**config.mk**
```make
export PLATFORM = sky130hd
export DESIGN_NAME = uart_rx_fifo
export DESIGN_NICKNAME = d
export VERILOG_FILES = /design/src/rtl/definitions_pkg.sv /design/src/rtl/uart_fifo_mem.sv /design/src/rtl/uart_rx_fifo.sv
export SDC_FILE = /design/constraint.sdc
export NUM_CORES = 1
export LEC_CHECK = 0
export CAP_MARGIN = 30
export CORE_MARGIN = 2
export CORE_UTILIZATION = 40
export DETAILED_ROUTE_END_ITERATION = 8
export HOLD_SLACK_MARGIN = 0.15
export PLACE_DENSITY = 0.6
export SYNTH_ARGS = -nofsm -noshare
export SYNTH_HDL_FRONTEND = slang
export SYNTH_SLANG_ARGS = --single-unit
```
**constraint.sdc**
```tcl
create_clock -name clk -period 2.55 [get_ports clk]
set_input_delay 0.255 -clock clk [delete_from_list [all_inputs] [get_ports clk]]
set_output_delay 0.255 -clock clk [all_outputs]
set_load 0.01 [all_outputs]
```
**src/rtl/definitions_pkg.sv**
```systemverilog
// Shared constants for the UART receive path.
// Frame timing and receive-FIFO defaults live here.
package definitions_pkg;

  localparam int OVERSAMPLE_RATE   = 16;
  localparam int FRAME_BITS        = 10;
  localparam int RX_FIFO_DEPTH     = 16;
  localparam int RX_FIFO_THRESHOLD = 8;
  localparam int RX_TIMEOUT_CHARS  = 4;

  function automatic int rx_timeout_limit(input int chars);
    return chars * FRAME_BITS * OVERSAMPLE_RATE;
  endfunction

endpackage

```
**src/rtl/uart_fifo_mem.sv**
```systemverilog
// Simple dual-port register array: sync write, async read.
// Storage carries no reset; validity is tracked by the pointers.
module uart_fifo_mem #(
  parameter int DEPTH = 16,
  parameter int WIDTH = 8,
  parameter int AW    = $clog2(DEPTH)
) (
  input  logic             clk,
  input  logic             we,
  input  logic [AW-1:0]    waddr,
  input  logic [WIDTH-1:0] wdata,
  input  logic [AW-1:0]    raddr,
  output logic [WIDTH-1:0] rdata
);

  logic [WIDTH-1:0] mem [DEPTH];

  always_ff @(posedge clk) begin
    if (we) begin
      mem[waddr] <= wdata;
    end
  end

  assign rdata = mem[raddr];

endmodule

```
**src/rtl/uart_rx_fifo.sv**
```systemverilog
// Receive FIFO behind the UART receiver, FWFT with level/overflow irqs.
// Define UART_RX_TIMEOUT_EN to build the idle-timeout counter.
import definitions_pkg::*;

module uart_rx_fifo #(
  parameter int DEPTH         = RX_FIFO_DEPTH,
  parameter int THRESHOLD     = RX_FIFO_THRESHOLD,
  parameter int TIMEOUT_CHARS = RX_TIMEOUT_CHARS
) (
  input  logic                     clk,
  input  logic                     rstN,
  input  logic                     rx_done,
  input  logic                     rx_busy,
  input  logic [7:0]               rx_data,
  input  logic                     s_tick,
  input  logic                     rd_en,
  input  logic                     flush,
  input  logic                     clr_overflow,
  output logic [7:0]               rd_data,
  output logic                     empty,
  output logic                     full,
  output logic [$clog2(DEPTH):0]   level,
  output logic                     overflow,
  output logic                     thresh_irq,
  output logic                     timeout_irq
);

  localparam int AW = $clog2(DEPTH);
  localparam int LW = AW + 1;

  logic          done_d;
  logic          push;
  logic          pop;
  logic          wr_en;
  logic          ovf_set;
  logic [LW-1:0] wr_ptr;
  logic [LW-1:0] rd_ptr;
  logic [7:0]    mem_rdata;

  assign push = rx_done & ~done_d;
  assign pop  = rd_en & ~empty & ~flush;

  assign empty = (wr_ptr == rd_ptr);
  assign full  = (wr_ptr[AW-1:0] == rd_ptr[AW-1:0]) &
                 (wr_ptr[AW] != rd_ptr[AW]);
  assign level = wr_ptr - rd_ptr;

  // A pop in the same cycle frees the slot the push lands in.
  assign wr_en   = push & ~flush & (~full | pop);
  assign ovf_set = push & ~flush & full & ~pop;

  assign thresh_irq = (level >= LW'(THRESHOLD));
  assign rd_data    = empty ? 8'h00 : mem_rdata;

  always_ff @(posedge clk or negedge rstN) begin
    if (!rstN) begin
      done_d <= 1'b0;
    end else begin
      done_d <= rx_done;
    end
  end

  always_ff @(posedge clk or negedge rstN) begin
    if (!rstN) begin
      wr_ptr <= '0;
      rd_ptr <= '0;
    end else if (flush) begin
      wr_ptr <= '0;
      rd_ptr <= '0;
    end else begin
      if (wr_en) wr_ptr <= wr_ptr + LW'(1);
      if (pop)   rd_ptr <= rd_ptr + LW'(1);
    end
  end

  always_ff @(posedge clk or negedge rstN) begin
    if (!rstN) begin
      overflow <= 1'b0;
    end else if (ovf_set) begin
      overflow <= 1'b1;
    end else if (clr_overflow) begin
      overflow <= 1'b0;
    end
  end

  uart_fifo_mem #(
    .DEPTH (DEPTH),
    .WIDTH (8)
  ) u_mem (
    .clk   (clk),
    .we    (wr_en),
    .waddr (wr_ptr[AW-1:0]),
    .wdata (rx_data),
    .raddr (rd_ptr[AW-1:0]),
    .rdata (mem_rdata)
  );

`ifdef UART_RX_TIMEOUT_EN
  localparam int LIMIT = TIMEOUT_CHARS * FRAME_BITS * OVERSAMPLE_RATE;
  localparam int CW    = (LIMIT > 1) ? $clog2(LIMIT) : 1;

  logic [CW-1:0] to_cnt;
  logic          to_irq;

  always_ff @(posedge clk or negedge rstN) begin
    if (!rstN) begin
      to_cnt <= '0;
      to_irq <= 1'b0;
    end else if (flush | push | pop) begin
      to_cnt <= '0;
      to_irq <= 1'b0;
    end else if (s_tick & ~empty & ~rx_busy) begin
      // Counter parks at the limit once the irq is raised.
      if (to_cnt == CW'(LIMIT - 1)) begin
        to_irq <= 1'b1;
      end else begin
        to_cnt <= to_cnt + CW'(1);
      end
    end
  end

  assign timeout_irq = to_irq;
`else
  logic unused_to;
  assign unused_to   = ^{s_tick, rx_busy, TIMEOUT_CHARS[0]};
  assign timeout_irq = 1'b0;
`endif

endmodule

```
==> flow_metrics.py <==
metrics = {
    "setup_path": {
        "worstPathMaxFanout": 7,
        "crit_arrival_ns": 2.25,
        "crit_type": "reg -> out",
        "cp-start-kind": "register",
        "cp-end-kind": "output pin",
        "critPathRequiredTime_ns": 2.30,
    },
    "synthesis": {
        "yosysUniqueCellTypes": 44,
        "syn_nets": 353,
        "syn-instance-count": 327,
        "avgSynthCellArea_um2": 17.86,
        "ys_ff_latch": 140,
        "ys_seq_area_frac": 0.7097,
        "ys_warn_count": 0,
        "syn_area_um2": 5839,
    },
    "drt": {
        "drt-total-wl_um": 13200,
        "drt_pass1_iterations": 5,
        "routed_via_density": 5.357,
        "postRouteAntennaNets": 0,
        "num_vias": 3268,
        "wire_per_inst_um": 21.64,
        "drc": 0,
        "first_iter_violations": 317,
    },
    "timing": {
        "worst_slack_ns": 0.04891,
        "hold_viol": 0,
        "fin_crit_ns": 2.501,
        "setup_viol": 0,
        "fmax_mhz": 399.8,
        "skew_ns": 0.007068,
        "period_share": 0.9808,
        "drv_slew": 0,
        "tightest_slew_ns": 0.6397,
        "rsz0062_at_grt": "true",
        "max_slew_margin": 0.5731,
    },
    "clock_tree": {
        "clock_path_buffers": 2,
        "worst_skew_pair.late_latency_ns": 0.42,
        "root_buffer": "clkbuf_16",
        "htreeDepth": 4,
        "cts_tree": "built",
        "cts.sinks": 140,
        "cts_buffers": 17,
        "cts_hold_buf": 0,
        "clk_pin_slew_worst_paths_ns": 0.06,
    },
    "floorplanning": {
        "die_w_um": 124.8,
        "die_h_um": 124.8,
        "core_area_um2": 14420,
        "start_util": 0.4048,
        "rows": 44,
        "dieArea_um2": 15580,
        "ioPinCount": 34,
    },
    "placed_design": {
        "place_worst_setup_slack_ns": -0.01358,
        "io_buffers": 30,
        "post_dp_cell_area_um2": 6533,
        "place_congestion": 0.8399,
        "hpwl_um": 8001,
    },
    "pwr": {
        "vdd_drop_max_mv": 0.4414,
        "power_mw": 5.942,
        "power_leakage_nw": 2.576,
        "power_density_nw_per_um2": 794.2,
    },
    "layout": {
        "fin_area_um2": 7482,
        "diodes": 0,
        "nets": 439,
        "drive_gt1_frac": 0.3709,
        "layout_common_cells": "128 x edfxtp_1, 42 x buf_4, 30 x mux4_2",
        "layout_commonest_cell": "edfxtp_1",
        "final_core_util": 0.5187,
        "area.growth.synth_to_final_pct": 28.13,
    },
    "global_route": {
        "antenna_found_initial": 0,
        "grt_max_degree": 26,
        "globalRouteOverflowTotal": 0,
        "grt_first_pass_wirelength_um": 20130,
        "grt_usage": 0.1764,
        "grt_pass1_vias": 3289,
    },
    "worst_hold_path": {
        "min_path_type": "in -> async",
    },
    "status": {
        "outcome": "complete, no violations",
    },
    "run": {
        "maxCapViolations": 0,
    },
}
==> Yosys cell counts, drive strengths merged <==
| library cell | number | share of area |
|---|---|---|
| clkinv | 2 | 0.0013 |
| a211oi | 7 | 0.0090 |
| mux4 | 30 | 0.12 |
| inv | 8 | 0.0051 |
| o211ai | 1 | 0.0013 |
| o311a | 1 | 0.0017 |
| o21ai | 6 | 0.0051 |
| nand2b | 3 | 0.0032 |
| o21bai | 1 | 0.0013 |
| nor2b | 4 | 0.0043 |
| o22ai | 1 | 0.0011 |
| dlymetal6s2s | 1 | 0.0021 |
| or4 | 1 | 0.0013 |
| and3 | 7 | 0.0075 |
| nand4 | 3 | 0.0043 |
| nand3 | 2 | 0.0017 |
| o31ai | 2 | 0.0026 |
| nor2 | 20 | 0.013 |
| nor3b | 1 | 0.0013 |
| dfrtp | 12 | 0.051 |
| xnor2 | 4 | 0.0073 |
| a21o | 1 | 0.0013 |
| ha | 9 | 0.019 |
| a21oi | 4 | 0.0034 |
| mux2i | 12 | 0.021 |
| nor3 | 4 | 0.0034 |
| conb | 1 | 0.00064 |
| o311ai | 1 | 0.0028 |
| o32ai | 1 | 0.0015 |
| a21boi | 1 | 0.0013 |
| fa | 1 | 0.0034 |
| clkbuf | 4 | 0.0026 |
| a2111oi | 2 | 0.0030 |
| xor2 | 4 | 0.0060 |
| buf | 11 | 0.013 |
| edfxtp | 128 | 0.66 |
| or3 | 4 | 0.0043 |
| nand2 | 22 | 0.014 |
==> area by class of cell <==
type | count | area [µm²]
Clock buffer | 25 | 485.5
Clock inverter | 7 | 90.09
Fill cell | 1165 | 6942
Inverter | 10 | 37.54
Multi-Input combinational cell | 161 | 1719
Sequential cell | 140 | 4145
Tap cell | 184 | 230.2
Timing Repair Buffer | 83 | 774.5
==> per-layer routing <==
metal	wire length, µm	global-route usage	part of all wire	up-vias
li1	-	-	-	1462
met1	6045	0.2480	0.46	1695
met2	6316	0.2764	0.48	96
met3	671	0.04038	0.051	15
met4	166	0.05490	0.013	0
met5	0	0	0	-
==> path summary, 6_finish.rpt <==
kind	slack, ns	start	cells after the start	to
worst max-delay path	0.05	rd_ptr[0]	8	rd_data[2]
worst max register to register	0.29	rd_ptr[0]	5	u_mem.mem[15][3]
min in group clk	0.31	rx_done	1	done_d
worst min register to register	0.54	overflow	2	overflow
max in group asynchronous	1.88	rstN	1	rd_ptr[0]
worst min-delay path	0.23	rstN	1	wr_ptr[2]
==> cell families after synthesis <==
logic type      count (synthesis)  share of synthesized area
compound gates                 29                    0.03536
xor+xnor                        8                    0.01329
fa+ha+maj                      10                    0.02271
buf+inv                        26                    0.02378
flops                         140                     0.7097
mux                            42                     0.1363
other cells                     1                  0.0006422
simple gates                   71                    0.05828
==> through the flow <==
stage | hold slack, ns | setup TNS (ns) | instances
2_1_floorplan | -0.04059 | -2.821 | 327
3_3_place_gp | 0.5191 | -0.004229 | 557
3_5_place_dp | 0.5404 | -0.1099 | 557
4_1_cts | 0.2406 | -0.02021 | 600
5_1_grt | 0.2796 | -0.09395 | 610
6_report | 0.2275 | 0 | 610
==> where the power goes <==
group	internal (mW)	switching [mW]	total (mW)
registers	2.52	0.0147	2.54
logic	0.566	0.455	1.02
clock network	1.51	0.873	2.38
total	4.60	1.34	5.94
==> timing repair <==
action	in CTS	in global routing
buffers inserted	9	9
endpoints found under the setup margin	12	80
resized for setup	58	23
gates cloned	2	1
pin swaps	4	2
==> critical path: stages, from the launching register on <==
cell and delay (ns):
dfrtp_2 0.46, buf_12 0.16, buf_6 0.11, mux4_2 0.49, nand2_1 0.09, and3_4 0.20
a211oi_2 0.04, buf_4 0.15, buf_2 0.13
==> flip-flops by register name, indices dropped and copies added, names as in the netlist <==
signal     cells
done_d         1
wr_ptr         5
overflow       1
u_mem.mem    128
rd_ptr         5
No activity file was read; power rests on OpenSTA's default activity.
